**config.mk**
```make
export PLATFORM = sky130hd
export DESIGN_NAME = control_smoother
export DESIGN_NICKNAME = d
export VERILOG_FILES = /design/src/rtl/control_smoother.sv
export SDC_FILE = /design/constraint.sdc
export NUM_CORES = 1
export LEC_CHECK = 0
export CELL_PAD_IN_SITES_DETAIL_PLACEMENT = 1
export CELL_PAD_IN_SITES_GLOBAL_PLACEMENT = 1
export CORE_MARGIN = 8
export CORE_UTILIZATION = 38
export CTS_CLUSTER_SIZE = 40
export DETAILED_ROUTE_END_ITERATION = 6
export HOLD_SLACK_MARGIN = 0.02
export PLACE_DENSITY_LB_ADDON = 0.1
export REMOVE_ABC_BUFFERS = 1
export SYNTH_ARGS = -nofsm -noshare
export SYNTH_HDL_FRONTEND = slang
export SYNTH_SLANG_ARGS = --single-unit
```
**constraint.sdc**
```tcl
create_clock -name i_Clock -period 9.5 [get_ports i_Clock]
set_input_delay 2.375 -clock i_Clock [delete_from_list [all_inputs] [get_ports i_Clock]]
set_output_delay 2.375 -clock i_Clock [all_outputs]
set_load 0.02 [all_outputs]
```
**src/rtl/control_smoother.sv**
```systemverilog
// Smooths six ADC control channels with a first-order IIR filter and clamps the
// harmonic count. Results are committed to the outputs only at a DAC sample boundary.
module control_smoother #(
  parameter int unsigned DIV_BIT         = 11,
  parameter int unsigned NO_OF_HARMONICS = 100,
  parameter int unsigned SMOOTH_SHIFT    = 3
) (
  input  logic               i_Clock,
  input  logic               i_Reset,
  input  logic               i_Data_Received,
  input  logic [15:0]        i_Data0,
  input  logic [15:0]        i_Data1,
  input  logic [15:0]        i_Data2,
  input  logic [15:0]        i_Data3,
  input  logic [15:0]        i_Data4,
  input  logic [15:0]        i_Data5,
  input  logic [15:0]        i_Data6,
  input  logic               i_Sample_Boundary,
  output logic [15:0]        o_Frequency,
  output logic [DIV_BIT-1:0] o_Harmonic_Scale0,
  output logic [DIV_BIT-1:0] o_Scale_Initial0,
  output logic [DIV_BIT-1:0] o_Harmonic_Scale1,
  output logic [DIV_BIT-1:0] o_Scale_Initial1,
  output logic [15:0]        o_Freq_Scale,
  output logic [7:0]         o_Harmonic_Count,
  output logic               o_Update,
  output logic               o_Busy
);

  localparam int unsigned DATA_W   = 16;
  localparam int unsigned HC_W     = 8;
  localparam int unsigned CH_W     = 3;
  localparam int unsigned N_SMOOTH = 6;
  localparam int unsigned N_CH     = 7;
  localparam logic [DATA_W-1:0] FREQ_RESET = DATA_W'(90);
  localparam logic [HC_W-1:0]   HC_MAX     = HC_W'(NO_OF_HARMONICS);
  localparam logic [CH_W-1:0]   LAST_CH    = CH_W'(N_CH - 1);

  typedef enum logic [2:0] {
    sm_idle,
    sm_capture,
    sm_filter,
    sm_wait_boundary,
    sm_commit
  } state_t;

  state_t state_q, state_d;

  logic              sync1_q, sync2_q, sync3_q, edge_q;
  logic              pending_q, primed_q;
  logic [CH_W-1:0]   ch_q;
  logic [DATA_W-1:0] raw_q [N_CH];
  logic [DATA_W-1:0] w_q [N_SMOOTH];
  logic [HC_W-1:0]   w6_q;

  logic [DATA_W-1:0]  freq_q, freq_scale_q;
  logic [DIV_BIT-1:0] hs0_q, si0_q, hs1_q, si1_q;
  logic [HC_W-1:0]    hc_q;
  logic               update_q, busy_q;

  logic [DATA_W-1:0]        raw_sel, w_sel, step, w_new;
  logic signed [DATA_W:0]   diff, shifted;
  logic [HC_W-1:0]          hc_new;

  // One filter step for the channel selected by ch_q; the +/-1 nudge guarantees convergence
  always_comb begin
    raw_sel = '0;
    w_sel   = '0;
    for (int i = 0; i < int'(N_CH); i++)
      if (ch_q == CH_W'(i)) raw_sel = raw_q[i];
    for (int i = 0; i < int'(N_SMOOTH); i++)
      if (ch_q == CH_W'(i)) w_sel = w_q[i];
    diff    = $signed({1'b0, raw_sel}) - $signed({1'b0, w_sel});
    shifted = diff >>> SMOOTH_SHIFT;
    if (shifted == '0 && diff != '0)
      step = diff[DATA_W] ? '1 : DATA_W'(1);
    else
      step = shifted[DATA_W-1:0];
    w_new  = w_sel + step;
    hc_new = (raw_sel[DATA_W-1:HC_W] != '0 || raw_sel[HC_W-1:0] > HC_MAX) ?
             HC_MAX : raw_sel[HC_W-1:0];
  end

  always_comb begin
    state_d = state_q;
    unique case (state_q)
      sm_idle:          if (edge_q) state_d = sm_capture;
      sm_capture:       state_d = sm_filter;
      sm_filter:        if (ch_q == LAST_CH) state_d = sm_wait_boundary;
      sm_wait_boundary: if (i_Sample_Boundary) state_d = sm_commit;
      sm_commit:        state_d = (pending_q || edge_q) ? sm_capture : sm_idle;
      default:          state_d = sm_idle;
    endcase
  end

  always_ff @(posedge i_Clock) begin
    if (i_Reset) begin
      state_q      <= sm_idle;
      sync1_q      <= 1'b0;
      sync2_q      <= 1'b0;
      sync3_q      <= 1'b0;
      edge_q       <= 1'b0;
      pending_q    <= 1'b0;
      primed_q     <= 1'b0;
      ch_q         <= '0;
      for (int i = 0; i < int'(N_CH); i++) raw_q[i] <= '0;
      for (int i = 0; i < int'(N_SMOOTH); i++) w_q[i] <= (i == 0) ? FREQ_RESET : '0;
      w6_q         <= '0;
      freq_q       <= FREQ_RESET;
      hs0_q        <= '0;
      si0_q        <= '0;
      hs1_q        <= '0;
      si1_q        <= '0;
      freq_scale_q <= '0;
      hc_q         <= '0;
      update_q     <= 1'b0;
      busy_q       <= 1'b0;
    end else begin
      sync1_q  <= i_Data_Received;
      sync2_q  <= sync1_q;
      sync3_q  <= sync2_q;
      edge_q   <= sync2_q & ~sync3_q;
      state_q  <= state_d;
      busy_q   <= (state_d != sm_idle);
      update_q <= (state_d == sm_commit);

      if (edge_q && state_q != sm_idle) pending_q <= 1'b1;
      if (state_q == sm_commit && state_d == sm_capture) pending_q <= 1'b0;

      if (state_q == sm_capture) begin
        raw_q[0] <= i_Data0;
        raw_q[1] <= i_Data1;
        raw_q[2] <= i_Data2;
        raw_q[3] <= i_Data3;
        raw_q[4] <= i_Data4;
        raw_q[5] <= i_Data5;
        raw_q[6] <= i_Data6;
        ch_q     <= '0;
      end

      if (state_q == sm_filter) begin
        for (int i = 0; i < int'(N_SMOOTH); i++)
          if (ch_q == CH_W'(i)) w_q[i] <= primed_q ? w_new : raw_sel;
        if (ch_q == LAST_CH) begin
          w6_q     <= hc_new;
          primed_q <= 1'b1;
        end
        ch_q <= ch_q + CH_W'(1);
      end

      // Outputs move only on entry to the commit cycle, alongside o_Update
      if (state_d == sm_commit) begin
        freq_q       <= w_q[0];
        hs0_q        <= w_q[1][DIV_BIT-1:0];
        si0_q        <= w_q[2][DIV_BIT-1:0];
        hs1_q        <= w_q[3][DIV_BIT-1:0];
        si1_q        <= w_q[4][DIV_BIT-1:0];
        freq_scale_q <= w_q[5];
        hc_q         <= w6_q;
      end
    end
  end

  assign o_Frequency       = freq_q;
  assign o_Harmonic_Scale0 = hs0_q;
  assign o_Scale_Initial0  = si0_q;
  assign o_Harmonic_Scale1 = hs1_q;
  assign o_Scale_Initial1  = si1_q;
  assign o_Freq_Scale      = freq_scale_q;
  assign o_Harmonic_Count  = hc_q;
  assign o_Update          = update_q;
  assign o_Busy            = busy_q;

endmodule

```
==> metrics <==
CP max-delay cell=ha_2; PostCTS Resize Cnt=0; final worst path period need=around 8.2 ns; Antenna Nets Post-Route=0; Yosys warning count=0; vias per cell=between 5 and 6; Register-to-Register Setup Slack=1.30 ns; Peak Freq=around 120 MHz; PwrDens=170 nW/µm²; Overall Power=about 0.0032 W; die area=47000 µm²; TritonCTS buffer count=36; DRT Pass-1 Iters=5; hold path startpoint=sync3_q; setup TNS=0 ns; nets@finish=1851; Total Routing Usage GR=19.9%; Starting Density=about two fifths; Final Cycle Share=between 80% and 90%; CTS Buffer Depth=3; Slew Viols, Final=0; IO Port Bufs=201; peak supply drop=0.0876 mV; Worst-path clk slew=0.06 ns; register area share after synthesis=54.6%; Clock Skew=0.0106 ns; ys async rst share=0%; leakage=6.81 nW; clock latency on the worst-skew pair=0.52 ns; crit path max fanout=37; drt drc=0; n_diodes=0; routability congestion estimate from global placement=0.888; reg2reg end=w_q[5][15]; Root Buffer=clkbuf_16; largest net degree at the start of global routing=97; Worst Setup End Kind=register; Area growth syn-to-layout=23.5%; vias in the first global route=about 13000; area share of the largest cell type after synthesis=40.8%; R2R depth=31; Fill cells=4446; Synth Flop Type=edfxtp_1; clk sinks=314; Setup Viol. Count Final=0; register area=8370 µm²; IO Pins=202; initial antenna violation count=1; WHS Endpoint=edge_q; number of flops mapped to enable cells by yosys=208; WL final=47.8 mm; Synth area leader=edfxtp_1; multi-input logic area=6480 µm²; largest stage delay on the critical path=0.67 ns; CORE AREA=39700 µm²; CP Launch Type=register; HP Class=reg -> reg; placed insts=2196; via count=approximately 12000; H-tree Lvls=2; launching point of the worst reg2reg path=ch_q[2]; Routed wire per std cell=21.2 µm; Layout Cells excl Fill=2258; kind of critical path=reg -> reg; cell area after synthesis=15300 µm²; CP most frequent cell=a21oi_1; Max-Cap Viols=0; CTS tree=done; Hold Path Depth=1; first-pass GRT wire length=73.8 mm; ranking of synthesized cells by area=edfxtp_1, dfxtp_1, nand2_1; Max-slew headroom=17.2%; gr ovfl total=0; RSZ-0062 raised after global routing=no; Synth Area per Inst=9.95 µm²; dpl hpwl=about 34 mm; arrival time worst endpoint=between 8 and 9 ns; die height=217 µm; cells after synthesis=roughly 1500; Hold WS=0.386 ns; fin area=around 19000 µm²; first-iteration detailed-routing DRC count=769; post-synth cell types=88; Post-CTS Setup Inserts=0; # hold bufs at CTS=0; placed instance area=17800 µm²; CP required=9.72 ns; layout cell share with drive strength beyond 1=6.52%; Yosys reg bits=approximately 310; endpoints failing hold=0; row count=73; run status=completed; die span in x=217 µm; measured slew at the worst slew-check pin=1.24 ns
-- worst max-delay path, delay by kind of cell (launching register included) --
family	cells	cell delay [ns]
compound gates	15	3.23
xor+xnor	1	0.17
fa+ha+maj	5	1.45
buf+inv	4	1.03
flops	1	0.34
mux	1	0.47
simple gates	5	1.19
-- Yosys cell counts (13+ instances only) --
master    number
a211oi_1      35
inv_1         27
dfxtp_1      106
a21o_1        17
nor2b_1       40
edfxtp_1     208
ha_1          26
nor2_1       152
nand3b_1      13
a22oi_1       25
nand3_1       13
o21ai_0       20
and2_1       108
clkbuf_1      68
xnor2_1       21
nand2_1      261
nor3_1        24
a21oi_1      153
-- final cells by class --
cell class,count,area share (%)
multi-input cells,1102,34.2
clock inverters,14,0.463
flip-flops and latches,314,44.2
inverters,28,0.555
repair buffers,227,11.7
clock buffers,48,5.35
well taps,525,3.47
-- where the power goes --
part,switching [W],internal (W)
sequential,0.0000185,0.00149
clock,0.000530,0.000772
combinational,0.000235,0.000174
total,0.000784,0.00244
-- per-stage QoR --
step | setup WS [ns] | utilization [%]
global route | 0.607 | 47.6
floorplan | 1.55 | -
global placement | 1.61 | 44.9
CTS | 1.37 | 47.6
finish | 1.30 | 47.6
detailed placement | 1.40 | 44.9
-- logic make-up after synthesis --
| logic type | count (synthesis) | share of synthesized area [%] |
|---|---|---|
| multiplexers | 13 | 1.08 |
| AO/OA/AOI/OAI | 360 | 15.8 |
| adder cells (fa/ha/maj) | 34 | 2.67 |
| XOR/XNOR | 35 | 2.26 |
| flip-flops | 314 | 54.6 |
| AND/OR/NAND/NOR | 660 | 20.2 |
| buffers and inverters | 124 | 3.37 |
-- metal layers --
layer	up-vias	share of wire, %	GRT usage, %
met4	0	2.5	6.11
met5	-	0	0
met2	330	45	31.4
met3	63	5.9	4.11
li1	5780	-	-
met1	5880	47	27.2
-- layout by cell type, fill, tap and decap left out, types with 25 or more instances in the layout --
| master | synthesis | routed |
|---|---|---|
| nor2b_1 | 40 | 39 |
| and2_1 | 108 | 109 |
| buf_4 | 2 | 26 |
| nand2_1 | 261 | 261 |
| clkbuf_16 | 0 | 38 |
| inv_1 | 27 | 27 |
| nor2_1 | 152 | 152 |
| edfxtp_1 | 208 | 208 |
| a22oi_1 | 25 | 25 |
| clkdlybuf4s50_1 | 0 | 200 |
| a211oi_1 | 35 | 35 |
| dfxtp_1 | 106 | 106 |
| a21oi_1 | 153 | 153 |
-- worst max-delay path by stage --
stage	start	endpoint	slack, ns
after floorplan	ch_q[2]	w_q[2][9]	1.55
after global placement	ch_q[1]	w_q[3][15]	1.61
after detailed placement	ch_q[2]	w_q[5][15]	1.40
after CTS	ch_q[2]	w_q[5][15]	1.37
after global routing	ch_q[2]	w_q[3][15]	0.61
final	ch_q[2]	w_q[5][15]	1.30
-- flip-flops by register name, indices dropped and copies added (netlist names), 3 cells and up --
signal             count
o_Harmonic_Count       8
o_Harmonic_Scale1     11
w6_q                   8
o_Freq_Scale          16
o_Scale_Initial1      11
raw_q                112
o_Scale_Initial0      11
w_q                   96
o_Frequency           16
state_q                3
ch_q                   3
o_Harmonic_Scale0     11
Note: power is estimated with default switching activity, not from simulation.
